--- src/rtl/fir_filter_flex_mac.sv ---
// Time-multiplexed symbol FIR: NUM_MAC lanes, double-buffered coefficient bank.
// Define FIR_OUT_SAT_EN to saturate the scaled output instead of wrapping.
module fir_filter_flex_mac #(
  parameter int TAPS      = 40,
  parameter int NUM_MAC   = 4,
  parameter int IN_W      = 3,
  parameter int COEF_W    = 16,
  parameter int OUT_W     = 16,
  parameter int OUT_SHIFT = 0,
  parameter int ADDR_W    = 6
) (
  input  logic              iClk12M,
  input  logic              iRst,
  input  logic              iEnSample600k,
  input  logic              iCoeffUpdateFlag,
  input  logic              iCsnRam,
  input  logic              iWrnRam,
  input  logic [ADDR_W-1:0] iAddrRam,
  input  logic [COEF_W-1:0] iWrDtRam,
  output logic [COEF_W-1:0] oRdDtRam,
  input  logic [IN_W-1:0]   iFirIn,
  output logic [OUT_W-1:0]  oFirOut,
  output logic              oValid,
  output logic              oBusy,
  output logic              oOverrun
);

  localparam int TPL    = TAPS / NUM_MAC;
  localparam int KW     = (TPL > 1) ? $clog2(TPL) : 1;
  localparam int PROD_W = IN_W + COEF_W;
  localparam int ACC_W  = PROD_W + $clog2(TAPS);
  localparam logic signed [ACC_W-1:0] RND =
    ACC_W'((64'd1 << OUT_SHIFT) >> 1);

  typedef enum logic [1:0] {
    S_IDLE,
    S_MAC,
    S_SUM,
    S_OUT
  } state_t;

  state_t                   state_q;
  logic [KW-1:0]            k_q;
  logic signed [IN_W-1:0]   x_q   [TAPS];
  logic signed [COEF_W-1:0] shd_q [TAPS];
  logic signed [COEF_W-1:0] act_q [TAPS];
  logic signed [ACC_W-1:0]  acc_q [NUM_MAC];
  logic signed [PROD_W-1:0] prod_d [NUM_MAC];
  logic signed [ACC_W-1:0]  sum_q;
  logic signed [ACC_W-1:0]  sum_d;
  logic [OUT_W-1:0]         out_q;
  logic [OUT_W-1:0]         out_d;
  logic [COEF_W-1:0]        rd_q;
  logic                     flag_q;
  logic                     pend_q;
  logic                     valid_q;
  logic                     busy_q;
  logic                     ovr_q;

  logic addr_ok;
  logic wr_en;
  logic rd_en;
  logic fall;
  logic idle;
  logic swap;

  assign addr_ok = int'(iAddrRam) < TAPS;
  assign wr_en   = !iCsnRam && !iWrnRam && iCoeffUpdateFlag && addr_ok;
  assign rd_en   = !iCsnRam && iWrnRam;
  assign fall    = flag_q && !iCoeffUpdateFlag;
  assign idle    = state_q == S_IDLE;
  assign swap    = idle && (pend_q || fall);

  // Lane l owns taps l*TPL .. l*TPL+TPL-1, walked by k_q.
  always_comb begin
    for (int l = 0; l < NUM_MAC; l++) begin
      prod_d[l] = PROD_W'(x_q[l*TPL + int'(k_q)])
                * PROD_W'(act_q[l*TPL + int'(k_q)]);
    end
  end

  always_comb begin
    sum_d = '0;
    for (int l = 0; l < NUM_MAC; l++) begin
      sum_d = sum_d + acc_q[l];
    end
    sum_d = (sum_d + RND) >>> OUT_SHIFT;
  end

`ifdef FIR_OUT_SAT_EN
  localparam logic signed [ACC_W-1:0] OMAX =
    ACC_W'((64'sd1 <<< (OUT_W-1)) - 64'sd1);
  localparam logic signed [ACC_W-1:0] OMIN = -OMAX - 1;

  always_comb begin
    out_d = sum_q[OUT_W-1:0];
    if (sum_q > OMAX) begin
      out_d = OMAX[OUT_W-1:0];
    end else if (sum_q < OMIN) begin
      out_d = OMIN[OUT_W-1:0];
    end
  end
`else
  assign out_d = sum_q[OUT_W-1:0];
`endif

  always_ff @(posedge iClk12M) begin
    if (iRst) begin
      state_q <= S_IDLE;
      k_q     <= '0;
      sum_q   <= '0;
      out_q   <= '0;
      rd_q    <= '0;
      flag_q  <= 1'b0;
      pend_q  <= 1'b0;
      valid_q <= 1'b0;
      busy_q  <= 1'b0;
      ovr_q   <= 1'b0;
      for (int t = 0; t < TAPS; t++) begin
        x_q[t]   <= '0;
        shd_q[t] <= '0;
        act_q[t] <= '0;
      end
      for (int l = 0; l < NUM_MAC; l++) begin
        acc_q[l] <= '0;
      end
    end else begin
      flag_q  <= iCoeffUpdateFlag;
      valid_q <= 1'b0;

      if (wr_en) begin
        shd_q[iAddrRam] <= iWrDtRam;
      end
      if (rd_en) begin
        rd_q <= addr_ok ? shd_q[iAddrRam] : '0;
      end

      // Copy lands before the first MAC cycle of a coincident start.
      if (swap) begin
        act_q  <= shd_q;
        pend_q <= 1'b0;
      end else if (fall) begin
        pend_q <= 1'b1;
      end

      if (iEnSample600k && !idle) begin
        ovr_q <= 1'b1;
      end

      unique case (state_q)
        S_IDLE: begin
          if (iEnSample600k) begin
            x_q[0] <= iFirIn;
            for (int t = 1; t < TAPS; t++) begin
              x_q[t] <= x_q[t-1];
            end
            for (int l = 0; l < NUM_MAC; l++) begin
              acc_q[l] <= '0;
            end
            k_q     <= '0;
            busy_q  <= 1'b1;
            state_q <= S_MAC;
          end
        end
        S_MAC: begin
          for (int l = 0; l < NUM_MAC; l++) begin
            acc_q[l] <= acc_q[l] + ACC_W'(prod_d[l]);
          end
          k_q <= k_q + 1'b1;
          if (k_q == KW'(TPL - 1)) begin
            state_q <= S_SUM;
          end
        end
        S_SUM: begin
          sum_q   <= sum_d;
          state_q <= S_OUT;
        end
        S_OUT: begin
          out_q   <= out_d;
          valid_q <= 1'b1;
          busy_q  <= 1'b0;
          state_q <= S_IDLE;
        end
        default: state_q <= S_IDLE;
      endcase
    end
  end

  assign oRdDtRam = rd_q;
  assign oFirOut  = out_q;
  assign oValid   = valid_q;
  assign oBusy    = busy_q;
  assign oOverrun = ovr_q;

endmodule

--- config.mk ---
export PLATFORM = sky130hd
export DESIGN_NAME = fir_filter_flex_mac
export DESIGN_NICKNAME = d
export VERILOG_FILES = /design/src/rtl/fir_filter_flex_mac.sv
export SDC_FILE = /design/constraint.sdc
export NUM_CORES = 2
export LEC_CHECK = 0
export CORE_ASPECT_RATIO = 0.5
export CORE_MARGIN = 4
export CORE_UTILIZATION = 65
export CTS_BUF_LIST = sky130_fd_sc_hd__clkbuf_4
export DETAILED_ROUTE_END_ITERATION = 10
export PLACE_DENSITY_LB_ADDON = 0.3
export SETUP_SLACK_MARGIN = 0.2
export SYNTH_ARGS = -nofsm -noshare
export SYNTH_HDL_FRONTEND = slang
export SYNTH_SLANG_ARGS = --single-unit
export TNS_END_PERCENT = 10
--- constraint.sdc ---
create_clock -name iClk12M -period 9.7 [get_ports iClk12M]
set_clock_uncertainty 0.15 [all_clocks]
set_input_delay 1.94 -clock iClk12M [delete_from_list [all_inputs] [get_ports iClk12M]]
set_output_delay 1.94 -clock iClk12M [all_outputs]
set_load 0.01 [all_outputs]
Word-level counts from Yosys, hierarchy flattened
Memories as Yosys holds them, arrays and structs flattened. A register that Yosys moved wholly into a read port is not among the register bits.
Cells that the tools add are included.
{"block": "totals", "word_cells": 279, "inputBits": 31, "mem_bits_rw": 220, "ff_bits": 1339, "mem_count": 2, "out_inout_bits": 35}
{"name": "x_q", "words": 40, "width": 3, "read_ports": 43, "rd_clocked_by_memory_dff": 1, "write_ports": 40, "line_no": "44", "source": "logic signed [IN_W-1:0] x_q [TAPS];"}
{"name": "acc_q", "words": 4, "width": 25, "read_ports": 4, "rd_clocked_by_memory_dff": 0, "write_ports": 4, "line_no": "47", "source": "logic signed [ACC_W-1:0] acc_q [NUM_MAC];"}
{"block": "op_classes", "eq_ne": 6, "n_mux": 86, "order_cmp": 7, "multipliers": 4, "n_reduce_logical": 20, "n_addsub": 11, "bitwise_logic": 53}
{"op": "bitwise mux 640 bit", "count": 1}
{"op": "binary-select mux 16 bit (select 6 bit)", "count": 5}
{"op": "two-way mux 25 bit", "count": 8}
{"op": "two-way mux 16 bit", "count": 12}
{"op": ">= comparator 32 x 7 -> 1 bit, second input constant", "count": 4}
{"op": "two-way mux 3 bit", "count": 40}
{"op": "adder 25 x 19 -> 25 bit", "count": 4}
{"op": "demux 16 bit (select 6 bit)", "count": 1}
{"op": "multiplier 3 x 16 -> 19 bit", "count": 4}
{"op": "NOT 6 -> 32 bit", "count": 2}
{"op": "adder 16 bit", "count": 3}
{"op": "bitwise OR 1 bit", "count": 48}
{"op": "NOT 4 -> 32 bit", "count": 1}
{"op": "NOT 5 -> 32 bit", "count": 1}
{"op": "adder 5 x 4 -> 6 bit, first input constant", "count": 2}
{"op": "two-way mux 6 bit", "count": 2}
{"op": "two-way mux 1 bit", "count": 11}
{"op": "logical AND 1 bit", "count": 8}
{"op": "case mux 2 bit (4 select lines)", "count": 1}
{"op": "case mux 4 bit (2 select lines)", "count": 1}
{"op": ">= comparator 7 bit, second input constant", "count": 1}
{"op": "< comparator 7 x 1 -> 1 bit, second input constant", "count": 1}
{"op": "NOT 6 -> 7 bit", "count": 1}
{"op": "< comparator 6 bit, second input constant", "count": 1}
{"op": "15 further kinds", "count": 24}

Depth between registers and ports, before layout
{"block": "logic_depth", "depth_word": 8, "depth_mapped": 33, "mapped_depth_nobuf": 24}

Worst setup path after synthesis
OpenSTA, ideal clock, no wires.
{"block": "synth_path", "path_type": "reg2reg", "startpoint": "register k_q[2]", "endpoint": "memory acc_q[3][14] in the netlist's numbering, data pin", "setup_slack_ns": 1.001, "setup_time_ns": 0.259, "path_stages_with_launch": 30, "t_arrival_ns": 8.290, "required_ns": 9.291, "synth_period_minus_slack_ns": 8.699, "cell_sequence": "dfxtp_1 > buf_2 > inv_2 > buf_1 > clkbuf_1 > ha_1 > buf_2 > buf_2 > buf_4 > buf_2 > buf_1 > mux4_2 > mux2_2 > a21oi_1 > nand2_1 > fa_1 > fa_1 > fa_1 > inv_1 > ha_1 > fa_1 > a21o_1 > a21oi_1 > o21ai_0 > a21oi_1 > o21bai_1 > a211o_1 > a2111oi_0 > o21ai_0 > nor3b_1"}
{"element": "from (decl)", "line_no": "43", "source": "logic [KW-1:0] k_q;"}
{"element": "from (signal assigned)", "line_no": "169", "source": "k_q <= k_q + 1'b1;"}
{"element": "to (decl)", "line_no": "47"}

==> flow_summary.toml <==
[run_status]
outcome = "finished with violations"
failed_checks = "max-capacitance violations, max-slew violations"

[final_layout]
final_nets = 8865
fillCellCount = 9076
drive_gt1_share_pct = 15.1
multi_input_area_um2 = 42700
layout-area-overhead-vs-synth_pct = 7.15
ff_latch_area_um2 = 32300

[clock_network]
cts_tree = "built"
clk_path_buf_depth = 4
cts.sink_count = 1527
clock_transition_at_path_regs_ps = 80
cts-htree-levels = 5
postCtsResizedCells = 0
clock_tree.root_cell = "sky130_fd_sc_hd__clkbuf_4"
numCtsBuffers = 357
cts.repair_timing.setup_buffer_count = 0
ctsHoldBuffers = 0
clk-insertion-delay-late_ps = 1350

[timing]
finalSetupTns_ps = 0
maxClockFrequency_ghz = 0.121
worst_slew_pin_slew_ps = 1700
setup_ws_ps = 1430
final_max_slew_viol_count = 14
final.period_utilization_pct = 85.2
finalHoldViolCount = 0
timing.final.crit_period_ps = 8270
final-setup-viol-count = 0
unrepaired_setup_endpoints_after_global_routing = "no"
fin_hold_ws_ps = 276
slew_headroom_pct = -14.1

[power_and_ir_drop]
power.clock.fraction_pct = 32.1
seq_power_share_pct = 42.9
switchingPower_uw = 5560
switching_share_pct = 33.8
static-leakage-power_uw = 0.0283
combPwrFrac_pct = 25.0
ir_drop_v = 0.000153
power-per-cell-area_nw_per_um2 = 196
intPower_uw = 10900

[logic_synthesis]
mappedNetlistNets = 8981
dominantRegCellSynth = "sky130_fd_sc_hd__dfxtp_1"
synthDistinctLibCells = 76
edff_count_synth = 168
mappedNetlistArea_um2 = 78200
syn_avg_cell_area_um2 = 9.03
synthesis_warning_total = 0
synth.ff_latch_count = 1527
synth-seq-area-share_pct = 41.2
async_set_or_reset_flop_fraction_in_the_synthesized_netlist_pct = 0
syn_inst = 8663

[detailed_routing]
drt.antenna.violating_nets = 0
viasPerCell = 6.76
drt_iter0_markers = 13400
vias = 70400
detail_route.wirelength_mm = 278
wl_per_cell_um = 26.7
drt_drc_violations_left = 0
detail_route.first_pass.iterations = 11

[placement]
preCtsSetupSlack_ps = 1730
place.port_buffers = 65
detailedPlacementHpwl_mm = 172
gp_congestion = 1.01

[die]
core_area_um2 = 119000
initial_core_util_pct = 65.9
die_h_um = 253
design.portCount = 66
dieArea_um2 = 126000
chipWidth_um = 499
row_count = 89

[hold_path]
timing.hold.worst_endpoint = "act_q[114]"
worstHoldStart = "shd_q[114]"
hold_depth = 2
min_path_type = "flop to flop"

[worst_setup_path]
worst_path_largest_cell_delay_ps = 710
cp_slowest_cell = "sky130_fd_sc_hd__mux2i_1"
worst-r2r-cell-count = 22
setup.worst_path.class = "flop to flop"
timing.critical_path.arrival_ps = 9120
worstReg2RegStart = "k_q[1]"
timing.critical_path.mode_cell = "sky130_fd_sc_hd__fa_1"
critical_path_cell_by_cell = "buf_12, ha_1, xnor2_2, buf_12, mux4_2, mux2i_1, nand2b_1, fa_1, fa_1, fa_1, inv_1, ha_1, fa_1, a21o_1, a21oi_1, o21ai_0, a21oi_1, o21bai_1, a211o_1, a2111oi_0, o21ai_0, nor3b_1"
endpoint_kind = "flop"
critical_path.max_fanout = 109
worst_r2r_endpoint = "acc_q[1][14]"
worstSetupStartpoint = "k_q[1]"
reg2reg_slack_ps = 1430
required_ps = 10550
start_kind = "flop"

[global_routing]
grt_usage_pct = 42.8
grt_first_pass_wirelength_mm = 405
initial_antenna_violation_count = 25
grt_overflow = 0
via_count_of_the_first_global_routing_pass = 64200
grt_max_degree = 221

[flow_run]
drv_cap = 3
## worst max path at each step
stage                     slack [ps]           end
after CTS                       1710  acc_q[1][14]
after floorplan                 1000  acc_q[3][14]
after global routing            1150  acc_q[1][14]
final                           1430  acc_q[1][14]
after detailed placement        1730  acc_q[1][14]
after global placement          1800  acc_q[1][14]
## area by class of cell
cell class                 instances  area share [%]
tap                             1592            2.38
sequential                      1527            38.5
timing repair buffer             228            2.40
multi-input combinational       6331            51.0
inverter                         102           0.460
clock buffer                     531            4.76
clock inverter                    75           0.441
antenna                           22          0.0657
## cell families (layout without fill, tap and decap cells)
group | Yosys count | in the layout | synth area share (%)
other | 0 | 22 | 0
adder cells (fa/ha/maj) | 287 | 287 | 5.96
flip-flops | 1527 | 1527 | 41.2
multiplexers | 668 | 668 | 16.7
buffers and inverters | 805 | 936 | 4.27
AO/OA/AOI/OAI | 1908 | 1908 | 13.5
AND/OR/NAND/NOR | 3392 | 3392 | 17.4
XOR/XNOR | 76 | 76 | 0.869
## synth_stat cells (all sizes together), types with 12 or more instances
library cell | number | area (um2)
a211oi | 23 | 173
a21o | 13 | 97.6
a21oi | 1463 | 7320
a221oi | 53 | 464
a22o | 21 | 184
a22oi | 155 | 1160
a31oi | 14 | 87.6
and2 | 154 | 963
buf | 142 | 840
clkbuf | 561 | 2110
dfxtp | 1359 | 27200
edfxtp | 168 | 5040
fa | 142 | 2840
ha | 145 | 1810
inv | 100 | 375
mux2 | 65 | 736
mux2i | 104 | 1070
mux4 | 499 | 11300
nand2 | 2754 | 10300
nand2b | 38 | 238
nand3 | 21 | 105
nand4 | 19 | 119
nor2 | 276 | 1040
nor2b | 62 | 388
nor3 | 25 | 125
o211ai | 19 | 143
o21ai | 75 | 375
or3 | 12 | 75.1
xnor2 | 55 | 482
xor2 | 20 | 175
## flip-flops by register name, summed over array words and instances (netlist names), named ones only
register and flops:
shd_q 640, oBusy 1, oOverrun 1, oRdDtRam 16
sum_q 16, state_q 2, acc_q 64, oFirOut 16
x_q 120, flag_q 1, act_q 640, pend_q 1
k_q 4, oValid 1
## metal layers
| metal | track usage, % | routed length [um] | vias up |
|---|---|---|---|
| li1 | - | - | 29900 |
| met1 | 55.0 | 97300 | 33000 |
| met2 | 56.4 | 106000 | 5934 |
| met3 | 22.5 | 53600 | 1454 |
| met4 | 26.2 | 20200 | 24 |
| met5 | 1.41 | 410 | - |
## power by group through the flow
stage	Combinational (uW)	Sequential (uW)	Clock, uW
CTS	4010	7050	5240
floorplan	3140	7030	0
global route	4490	7090	5560
finish	4100	7060	5290
detailed placement	3980	7190	0
global placement	3910	7180	0
## worst max-delay path, delay by kind of cell (launching register included)
kind	cells	cell delay, ps
compound gates	8	1890
xor+xnor	1	560
fa+ha+maj	6	2490
buf+inv	3	780
flops	1	360
mux	2	1370
simple gates	2	310
## layout by cell type (no fill, tap or decap), types with 6 or more instances in the layout
| cell type | n |
|---|---|
| sky130_fd_sc_hd__nand3_1 | 21 |
| sky130_fd_sc_hd__and2_1 | 149 |
| sky130_fd_sc_hd__nor2_1 | 269 |
| sky130_fd_sc_hd__mux4_2 | 492 |
| sky130_fd_sc_hd__buf_2 | 10 |
| sky130_fd_sc_hd__a211oi_1 | 23 |
| sky130_fd_sc_hd__a21oi_1 | 1462 |
| sky130_fd_sc_hd__mux2i_1 | 102 |
| sky130_fd_sc_hd__mux2_2 | 64 |
| sky130_fd_sc_hd__buf_4 | 152 |
| sky130_fd_sc_hd__xor2_1 | 20 |
| sky130_fd_sc_hd__inv_1 | 98 |
| sky130_fd_sc_hd__or3_1 | 12 |
| sky130_fd_sc_hd__dfxtp_1 | 1356 |
| sky130_fd_sc_hd__a31oi_1 | 14 |
| sky130_fd_sc_hd__o211ai_1 | 19 |
| sky130_fd_sc_hd__clkinv_1 | 62 |
| sky130_fd_sc_hd__ha_1 | 142 |
| sky130_fd_sc_hd__buf_12 | 15 |
| sky130_fd_sc_hd__fa_1 | 142 |
| sky130_fd_sc_hd__nor3_1 | 23 |
| sky130_fd_sc_hd__clkdlybuf4s50_1 | 50 |
| sky130_fd_sc_hd__o21ai_0 | 75 |
| sky130_fd_sc_hd__o22ai_1 | 10 |
| sky130_fd_sc_hd__nand2b_1 | 37 |
| sky130_fd_sc_hd__diode_2 | 22 |
| sky130_fd_sc_hd__xnor2_1 | 54 |
| sky130_fd_sc_hd__mux4_1 | 6 |
| sky130_fd_sc_hd__clkbuf_4 | 531 |
| sky130_fd_sc_hd__nand2_1 | 2754 |
| sky130_fd_sc_hd__nand4_1 | 19 |
| sky130_fd_sc_hd__or2_2 | 9 |
| sky130_fd_sc_hd__a22oi_1 | 155 |
| sky130_fd_sc_hd__a21o_1 | 13 |
| sky130_fd_sc_hd__nor2b_1 | 58 |
| sky130_fd_sc_hd__edfxtp_1 | 168 |
| sky130_fd_sc_hd__a221oi_1 | 53 |
| sky130_fd_sc_hd__inv_2 | 8 |
| sky130_fd_sc_hd__a22o_1 | 21 |
| sky130_fd_sc_hd__o21a_1 | 10 |
## metrics by stage
| stage | util, % | power (uW) | instance area, um2 | cells |
|---|---|---|---|---|
| after floorplan | - | 10200 | 78200 | 8663 |
| after global placement | 66.9 | 11100 | 79400 | 9780 |
| after detailed placement | 66.9 | 11200 | 79400 | 9780 |
| after CTS | 70.5 | 16300 | 83700 | 10400 |
| after global routing | 70.6 | 17100 | 83700 | 10400 |
| final | 70.6 | 16400 | 83800 | 10400 |
(Power assumes the default switching activity.)
